$ cat src/rtl/iterative_shifter_pkg.sv
// Shared constants for the iterative shifter and its control-unit clients:
// shift op codes and FSM state encodings.
package iterative_shifter_pkg;

  typedef logic [1:0] shift_op_t;

  localparam logic [1:0] OP_SLL = 2'b00;
  localparam logic [1:0] OP_SRL = 2'b01;
  localparam logic [1:0] OP_SRA = 2'b10;
  localparam logic [1:0] OP_ROR = 2'b11;

  localparam logic [1:0] S_IDLE  = 2'd0;
  localparam logic [1:0] S_SHIFT = 2'd1;
  localparam logic [1:0] S_DONE  = 2'd2;

endpackage

$ cat src/rtl/iterative_shifter_if.sv
// Start/busy/valid handshake bundle between the control unit (master)
// and the iterative shifter (slave).
interface iterative_shifter_if
  import iterative_shifter_pkg::*;
#(
  parameter int WIDTH   = 32,
  parameter int SHAMT_W = $clog2(WIDTH)
);

  logic               start;
  shift_op_t          op;
  logic [SHAMT_W-1:0] shamt;
  logic [WIDTH-1:0]   data;
  logic               busy;
  logic               valid;
  logic [WIDTH-1:0]   result;

  modport master (
    output start, op, shamt, data,
    input  busy, valid, result
  );

  modport slave (
    input  start, op, shamt, data,
    output busy, valid, result
  );

endinterface

$ cat src/rtl/iterative_shifter_shift_step.sv
// Combinational single-step shifter: shifts data by amt (0..STEP) using a
// small barrel of $clog2(STEP)+1 power-of-two stages.
module shift_step
  import iterative_shifter_pkg::*;
#(
  parameter int WIDTH = 32,
  parameter int STEP  = 4,
  localparam int AMT_W = $clog2(STEP) + 1
) (
  input  logic [WIDTH-1:0] data,
  input  shift_op_t        op,
  input  logic [AMT_W-1:0] amt,
  output logic [WIDTH-1:0] shifted
);

  function automatic logic [WIDTH-1:0] shift_fixed(
    input logic [WIDTH-1:0] x,
    input shift_op_t        o,
    input int               k
  );
    logic [WIDTH-1:0] r;
    unique case (o)
      OP_SLL:  r = x << k;
      OP_SRL:  r = x >> k;
      OP_SRA:  r = $signed(x) >>> k;
      OP_ROR:  r = (x >> k) | (x << (WIDTH - k));
      default: r = x;
    endcase
    return r;
  endfunction

  // Stage i applies a fixed 2**i shift when bit i of amt is set.
  always_comb begin
    shifted = data;
    for (int i = 0; i < AMT_W; i++) begin
      if (amt[i]) shifted = shift_fixed(shifted, op, 1 << i);
    end
  end

endmodule

$ cat src/rtl/iterative_shifter.sv
// Multi-cycle variable shifter: shifts up to STEP bits per cycle under a
// start/busy/valid handshake; FSM, remaining-count and result register live here.
module iterative_shifter
  import iterative_shifter_pkg::*;
#(
  parameter int WIDTH = 32,
  parameter int STEP  = 4
) (
  input  logic               clk,
  input  logic               rst,
  iterative_shifter_if.slave bus
);

  localparam int SHAMT_W = $clog2(WIDTH);
  localparam int AMT_W   = $clog2(STEP) + 1;

  logic [1:0]         state;
  logic [1:0]         state_nxt;
  shift_op_t          op_q;
  logic [SHAMT_W-1:0] rem;
  logic [SHAMT_W-1:0] rem_nxt;
  logic [AMT_W-1:0]   amt;
  logic [WIDTH-1:0]   result;
  logic [WIDTH-1:0]   stepped;
  logic               busy;
  logic               valid;
  logic               accept;

  assign accept = bus.start && (state == S_IDLE || state == S_DONE);

  // rem < STEP in the short branch, so the narrowing cast never drops bits.
  always_comb begin
    amt     = (int'(rem) >= STEP) ? AMT_W'(STEP) : AMT_W'(rem);
    rem_nxt = rem - SHAMT_W'(amt);
  end

  shift_step #(
    .WIDTH (WIDTH),
    .STEP  (STEP)
  ) u_step (
    .data    (result),
    .op      (op_q),
    .amt     (amt),
    .shifted (stepped)
  );

  always_comb begin
    state_nxt = state;
    unique case (state)
      S_IDLE, S_DONE: begin
        if (accept) state_nxt = (bus.shamt == '0) ? S_DONE : S_SHIFT;
        else        state_nxt = S_IDLE;
      end
      S_SHIFT: if (rem_nxt == '0) state_nxt = S_DONE;
      default: state_nxt = S_IDLE;
    endcase
  end

  // busy/valid are registered from the next state so they align with state.
  always_ff @(posedge clk or posedge rst) begin
    if (rst) begin
      state  <= S_IDLE;
      busy   <= 1'b0;
      valid  <= 1'b0;
      rem    <= '0;
      op_q   <= OP_SLL;
      result <= '0;
    end else begin
      state <= state_nxt;
      busy  <= (state_nxt == S_SHIFT);
      valid <= (state_nxt == S_DONE);
      if (accept) begin
        result <= bus.data;
        op_q   <= bus.op;
        rem    <= bus.shamt;
      end else if (state == S_SHIFT) begin
        result <= stepped;
        rem    <= rem_nxt;
      end
    end
  end

  assign bus.busy   = busy;
  assign bus.valid  = valid;
  assign bus.result = result;

endmodule

$ cat src/flat_wrapper.sv
// flat-port wrapper written by rule: the top's interface ports become plain ports
module iterative_shifter_flat import iterative_shifter_pkg::*;
#(
  parameter int WIDTH = 32,
  parameter int STEP  = 4
)
  (clk, rst, bus_start, bus_op, bus_shamt, bus_data, bus_busy, bus_valid, bus_result);
  iterative_shifter_if #(.WIDTH(WIDTH)) bus_i ();
  input  logic clk;
  input  logic rst;
  input wire logic [$bits(bus_i.start)-1:0] bus_start;
  input wire logic [$bits(bus_i.op)-1:0] bus_op;
  input wire logic [$bits(bus_i.shamt)-1:0] bus_shamt;
  input wire logic [$bits(bus_i.data)-1:0] bus_data;
  output wire logic [$bits(bus_i.busy)-1:0] bus_busy;
  output wire logic [$bits(bus_i.valid)-1:0] bus_valid;
  output wire logic [$bits(bus_i.result)-1:0] bus_result;
  assign bus_i.start = bus_start;
  assign bus_i.op = bus_op;
  assign bus_i.shamt = bus_shamt;
  assign bus_i.data = bus_data;
  assign bus_busy = bus_i.busy;
  assign bus_valid = bus_i.valid;
  assign bus_result = bus_i.result;
  iterative_shifter #(.WIDTH(WIDTH), .STEP(STEP)) u_core (.clk(clk), .rst(rst), .bus(bus_i));
endmodule
$ cat config.mk
export PLATFORM = sky130hd
export DESIGN_NAME = iterative_shifter_flat
export DESIGN_NICKNAME = d
export VERILOG_FILES = /design/src/rtl/iterative_shifter_pkg.sv /design/src/rtl/iterative_shifter_if.sv /design/src/rtl/iterative_shifter_shift_step.sv /design/src/rtl/iterative_shifter.sv /design/src/flat_wrapper.sv
export SDC_FILE = /design/constraint.sdc
export NUM_CORES = 1
export LEC_CHECK = 0
export CAP_MARGIN = 20
export CORE_ASPECT_RATIO = 1.1
export CORE_MARGIN = 2
export CORE_UTILIZATION = 50
export CTS_BUF_LIST = sky130_fd_sc_hd__clkbuf_4
export DETAILED_ROUTE_END_ITERATION = 8
export PLACE_DENSITY = 0.8
export SETUP_SLACK_MARGIN = 0.1
export SLEW_MARGIN = 20
export SYNTH_ARGS = -nofsm -noshare
export SYNTH_HDL_FRONTEND = slang
export SYNTH_SLANG_ARGS = --single-unit
$ cat constraint.sdc
create_clock -name clk -period 2.2 [get_ports clk]
set_input_delay 0.55 -clock clk [delete_from_list [all_inputs] [get_ports clk]]
set_output_delay 0.55 -clock clk [all_outputs]
set_load 0.01 [all_outputs]
==> flow_summary.yaml, run 1 <==
timing:
  achievable-frequency_ghz: 0.450
  finClkSkew_ns: 0.0172
  fin_ws_ns: -0.0243
  worst_pin_slew_ns: 1.06
  slew_headroom: 0.290
  rsz0062_at_grt: "yes"
  slew_violations: 0
  setup_violations: 2
  min_period_ns: 2.22
  fin_crit_sh: 1.01
  hold_viol: 0
place:
  finalWeightedCongestion: 1.04
  dp_hpwl_um: 13100
  dpl-instance-area_um2: 5450
  port_buffers: 75
yosys:
  ys_warn_count: 0
  synth_top_area_frac: 0.253
  ys.flop_type: "dfrtp_1"
  synth_commonest_cells: "nand2_1 (127), a21oi_1 (51), dfrtp_1 (43)"
  synthCells: 590
  yosys.area_share.xor_xnor: 0
  synth-compound-area-share: 0.347
  synthAdderAreaFrac: 0.00294
  yosysSeqAreaShare: 0.253
  synth_top_family_by_area: "compound AO/OA/AOI/OAI gates"
  synth-seq-cells: 43
  synth_fp_nets: 633
  synth.distinct_cells: 70
  yosysMostFrequentCell: "nand2_1"
  synthMuxAreaShare: 0.0626
  ys_top_cells_by_area: "dfrtp_1 (25%), nand2_1 (11%), a21oi_1 (6.0%)"
  netlist_area_um2: 4250
  syn_area_per_cell_um2: 7.21
  synth.largest_area_cell: "dfrtp_1"
  synth-simple-area-share: 0.254
  synth_edf_count: 0
  async_reset_ff_frac: 1.00
critical_path:
  start_kind: "register"
  cp_top_family: "multiplexers"
  cp.required_ns: 2.48
  crit_chain: "buf_4, nor4b_4, buf_6, mux2i_1, o22ai_1, mux2_4, a22oi_2, a21oi_1"
  worst_path_max_delay_cell: "dfrtp_2"
  path_buf_inv: 2
  crit_fanout: 7
  critPathMaxStageDelay_ns: 0.47
  cp.arrival_ns: 2.51
  end_kind: "register"
  critPathKind: "register to register"
drt:
  drt-pass1-iter-count: 7
  routedWlPerCell_um: 23.4
  num_vias: 5684
  drt_iter0_markers: 837
  ant_nets: 0
  drcViolationCount: 0
  postRouteWirelength_um: 19300
  viasPerCell: 6.88
cts:
  insertion_delay_ns: 0.38
  cts-hold-fix-buffers: 0
  cts_sinks: 43
  cts-buffers-inserted: 5
  h-tree-depth: 2
  cts_root_buffer: "clkbuf_4"
  clock_path_buffers: 2
  cts.clk_slew.worst_paths_ns: 0.16
  cts_tree: "built"
run_status:
  outcome: "complete, but fails checks"
  violations: "setup timing"
power:
  pwr_density_cell_nw_per_um2: 1820
  p_leak_nw: 2.46
  p_total_mw: 11.2
  ir_drop_v: 0.00105
cells_and_area:
  stdcell_area_um2: 6180
  drive_above_1_share: 0.285
  num_antenna_cells: 0
  area_delta_synth_final_pct: 45.3
  nNetsFinal: 757
floorplanning:
  die_y_um: 101
  start_util: 0.511
  rows: 35
  fp.coreArea_um2: 8320
  die-area_um2: 9260
  pin_count: 76
  die_x_um: 91.9
hold_path:
  hold_path_class: "input port to async pin"
job:
  cap_violations: 0
grt:
  grt_pass1_wl_um: 29200
  gr-usage-all-layers: 0.402
  grt_max_degree: 44
  antenna_found_initial: 0
  gr-total-overflow: 0
  grt_pass1_vias: 5342
==> worst reg2reg max path, cell delays in order (launching register included) <==
cell,delay [ns]
dfrtp_2,0.47
buf_4,0.17
nor4b_4,0.37
buf_6,0.21
mux2i_1,0.27
o22ai_1,0.10
mux2_4,0.30
a22oi_2,0.17
a21oi_1,0.08
==> cell usage in the layout (no fill, tap or decap), types with 4 or more instances in the layout <==
master           instances
a211oi_1                 8
a21oi_1                 44
a21oi_2                  8
a221o_1                  5
a221oi_1                 5
a222oi_1                 5
a22oi_1                  7
a311oi_1                 7
a31o_2                   5
a31oi_1                 21
and2_1                   6
buf_12                   7
buf_4                   85
buf_6                   12
clkbuf_4                 5
clkdlybuf4s50_1         75
dfrtp_1                 22
dfrtp_2                 21
mux2i_1                 20
nand2_1                120
nand2_2                  5
nand3_1                 26
nor2_1                  36
o211ai_1                 4
o21a_1                   4
o21ai_0                 24
o21ai_1                 11
o22ai_1                  7
==> timing repair <==
action / in CTS / in global routing
pin swaps: 5 / 37
resized for setup: 26 / 72
setup buffers: 13 / 20
cloned: 2 / 1
endpoints found under the setup margin: 30 / 43
==> registers in the layout (all words and copies together), names as in the netlist <==
signal             cells
u_core.bus.busy        1
u_core.state           2
u_core.rem             5
u_core.bus.result     32
u_core.bus.valid       1
u_core.op_q            2
==> metal layers <==
metal  track usage  up-vias  share of wire
met3        0.0912      132           0.13
met1         0.518     2592           0.36
li1              -     2440              -
met4         0.226        0          0.066
met2         0.626      520           0.44
met5             0        -              0
==> cells by family (layout without fill, tap and decap cells) <==
group,after synthesis,in the layout
muxes,25,25
DFF,43,43
buffers and inverters,69,193
other,1,1
and+or+nand+nor,234,235
adders and majority gates,1,1
AOI/OAI and AO/OA,217,217
==> metrics by stage <==
| stage | setup TNS [ns] | setup WS [ns] | utilization | cells | hold slack, ns |
|---|---|---|---|---|---|
| after floorplan | 0 | 0.155 | - | 590 | 0.494 |
| after global placement | -0.0177 | -0.0177 | 0.655 | 783 | 0.549 |
| after detailed placement | -0.0238 | -0.0213 | 0.655 | 783 | 0.561 |
| after CTS | 0 | 0.0560 | 0.687 | 806 | 0.514 |
| after global routing | -0.539 | -0.126 | 0.743 | 826 | 0.516 |
| final | -0.0430 | -0.0243 | 0.743 | 826 | 0.504 |
==> final timing paths <==
path | to | cells past startpoint | from | slack [ns]
min | u_core.rem[0]$_DFFE_PP0P_ | 3 | rst | 0.50
min reg2reg | u_core.bus.valid$_DFF_PP0_ | 2 | u_core.state[1]$_DFF_PP0_ | 0.57
max in group asynchronous | u_core.bus.result[30]$_DFFE_PP0P_ | 3 | rst | 1.45
max | u_core.bus.result[2]$_DFFE_PP0P_ | 8 | u_core.rem[4]$_DFFE_PP0P_ | -0.02
min in group clk | u_core.bus.valid$_DFF_PP0_ | 2 | u_core.state[1]$_DFF_PP0_ | 0.57
max reg2reg | u_core.bus.result[2]$_DFFE_PP0P_ | 8 | u_core.rem[4]$_DFFE_PP0P_ | -0.02
==> area by class of cell <==
class / count / area (um^2)
Clock inverter: 3 / 38.8
Fill cell: 646 / 2140
Tap cell: 111 / 139
Multi-Input combinational cell: 479 / 3150
Inverter: 5 / 22.5
Sequential cell: 43 / 1100
Timing Repair Buffer: 180 / 1690
Clock buffer: 5 / 37.5
==> report_power, final <==
group,internal (mW),switching [mW],leakage (nW)
clock,0.234,0.313,0.0426
combinational,3.80,4.70,1.92
sequential,1.25,0.943,0.497
(Power assumes the default switching activity.)
==> inputs of run 2 (changes only) <==
- CORE_UTILIZATION: 50 -> 49
- CTS_BUF_LIST: sky130_fd_sc_hd__clkbuf_4 -> not set
- MAX_ROUTING_LAYER: not set -> met4
- PLACE_DENSITY: 0.8 -> 0.78
==> run 2 against run 1 <==
The run still ends with setup timing left. Maximum frequency up 0.60%. Sequential power hardly changed. Cell count is 2.3% higher. Wire length increased by 5.8%. Power grew 5.2%. Flip-flop and latch count is the same. Global-route usage up 2.4 points. Critical path type unchanged. Critical endpoint is now u_core.bus.result[30]$_DFFE_PP0P_. Largest cell class unchanged. Largest power group unchanged.
==> flow_summary.yaml, run 2 (synthesis gave the netlist of run 1 again) <==
critical_path:
  start_kind: "register"
  crit_fanout: 8
  cp.required_ns: 2.38
  end_kind: "register"
  critPathKind: "register to register"
  cp.arrival_ns: 2.39
power:
  pwr_density_cell_nw_per_um2: 1850
  ir_drop_v: 0.00112
  p_total_mw: 11.8
  p_leak_nw: 2.60
timing:
  slew_headroom: 0.627
  setup_violations: 2
  fin_ws_ns: -0.0111
  min_period_ns: 2.21
  finClkSkew_ns: 0.00875
  slew_violations: 0
  achievable-frequency_ghz: 0.452
  setup_tns_ns: -0.0130
  fin_crit_sh: 1.01
  worst_pin_slew_ns: 0.559
  hold_viol: 0
  rsz0062_at_grt: "yes"
  hold_ws_ns: 0.589
cells_and_area:
  area_delta_synth_final_pct: 50.6
  max_flop_register: "u_core.bus.result"
  drive_above_1_share: 0.296
  largest_register_ffs: 32
  reg_top3: "u_core.bus.result (32), u_core.rem (5)"
  fill_cells: 623
  nNetsFinal: 776
  final_cell_mix: "nand2_1 (123), buf_4 (98), clkdlybuf4s50_1 (75)"
  final_common_cell: "nand2_1"
  fin_cells: 845
  stdcell_area_um2: 6410
  num_antenna_cells: 0
grt:
  grt_pass1_wl_um: 30200
  gr-total-overflow: 0
  grt_max_degree: 44
  antenna_found_initial: 0
  grt_pass1_vias: 5529
  gr-usage-all-layers: 0.426
place:
  dpl-instance-area_um2: 5500
  placed_cells: 790
  port_buffers: 75
  dp_hpwl_um: 13200
  finalWeightedCongestion: 1.07
floorplanning:
  pin_count: 76
  fp.coreArea_um2: 8410
  die_y_um: 102
  die-area_um2: 9440
  rows: 35
  die_x_um: 92.8
  start_util: 0.506
cts:
  cts-hold-fix-buffers: 0
  cts_tree: "built"
  cts_root_buffer: "clkbuf_8"
  cts_sinks: 43
  cts.clk_slew.worst_paths_ns: 0.09
  cts-buffers-inserted: 5
  clock_path_buffers: 2
  insertion_delay_ns: 0.31
  h-tree-depth: 2
job:
  cap_violations: 0
drt:
  drt_iter0_markers: 944
  postRouteWirelength_um: 20500
  ant_nets: 0
  routedWlPerCell_um: 24.2
  num_vias: 5935
  viasPerCell: 7.02
  drcViolationCount: 0
  drt-pass1-iter-count: 8
run_status:
  violations: "setup timing"
  outcome: "complete, but fails checks"
hold_path:
  hold_path_class: "input port to async pin"
[run 2: final timing paths]
| check | startpoint | end | slack [ns] | cells after the start |
|---|---|---|---|---|
| max reg2reg | u_core.rem[3]$_DFFE_PP0P_ | u_core.bus.result[30]$_DFFE_PP0P_ | -0.01 | 8 |
| min in group clk | u_core.op_q[1]$_DFFE_PP0P_ | u_core.op_q[1]$_DFFE_PP0P_ | 0.64 | 2 |
| min reg2reg | u_core.op_q[1]$_DFFE_PP0P_ | u_core.op_q[1]$_DFFE_PP0P_ | 0.64 | 2 |
| max in group asynchronous | rst | u_core.op_q[1]$_DFFE_PP0P_ | 1.37 | 3 |
| min | rst | u_core.bus.busy$_DFF_PP0_ | 0.59 | 3 |
| max | u_core.rem[3]$_DFFE_PP0P_ | u_core.bus.result[30]$_DFFE_PP0P_ | -0.01 | 8 |
[run 2: layout make-up]
class                   instances  area (um^2)  area share
clock buffers                   6         82.6      0.0129
clock inverters                 2         35.0     0.00547
inverters                       5         18.8     0.00293
multi-input cells             479         3200       0.500
flip-flops and latches         43         1080       0.169
well taps                     111          139      0.0217
repair buffers                199         1850       0.288
[run 2: worst max-delay path: stages (launching register included)]
cell and delay [ns]:
dfrtp_2 0.49, buf_4 0.18, nor4b_4 0.36, buf_6 0.21, mux2i_1 0.22, o22ai_1 0.11
mux2_4 0.30, a31oi_4 0.14, o31ai_1 0.09
[run 2: where the power goes]
group / total, mW / internal, mW / leakage [nW] / switching, mW
Clock: 0.696 / 0.369 / 0.0612 / 0.327
Combinational: 8.95 / 4.05 / 2.02 / 4.91
Sequential: 2.18 / 1.22 / 0.514 / 0.957
[run 2: per-stage QoR]
step           setup WS [ns]   util
3_3_place_gp         0.00637  0.654
5_1_grt              -0.0811  0.762
6_report             -0.0111  0.762
3_5_place_dp         -0.0114  0.654
2_1_floorplan          0.155      -
4_1_cts               0.0697  0.708
[run 2: routing by layer]
layer / up-vias / track usage / part of all wire / wire (um)
met5: - / - / 0 / 0
met4: 0 / 0.195 / 0.070 / 1420
met1: 2673 / 0.541 / 0.35 / 7160
li1: 2482 / - / - / -
met3: 185 / 0.0714 / 0.13 / 2600
met2: 595 / 0.667 / 0.45 / 9290
[run 2: timing repair]
action,CTS,global route
setup buffers,21,23
endpoints found under the setup margin,27,37
pin swaps,11,45
gates cloned,3,0
resized for setup,34,71
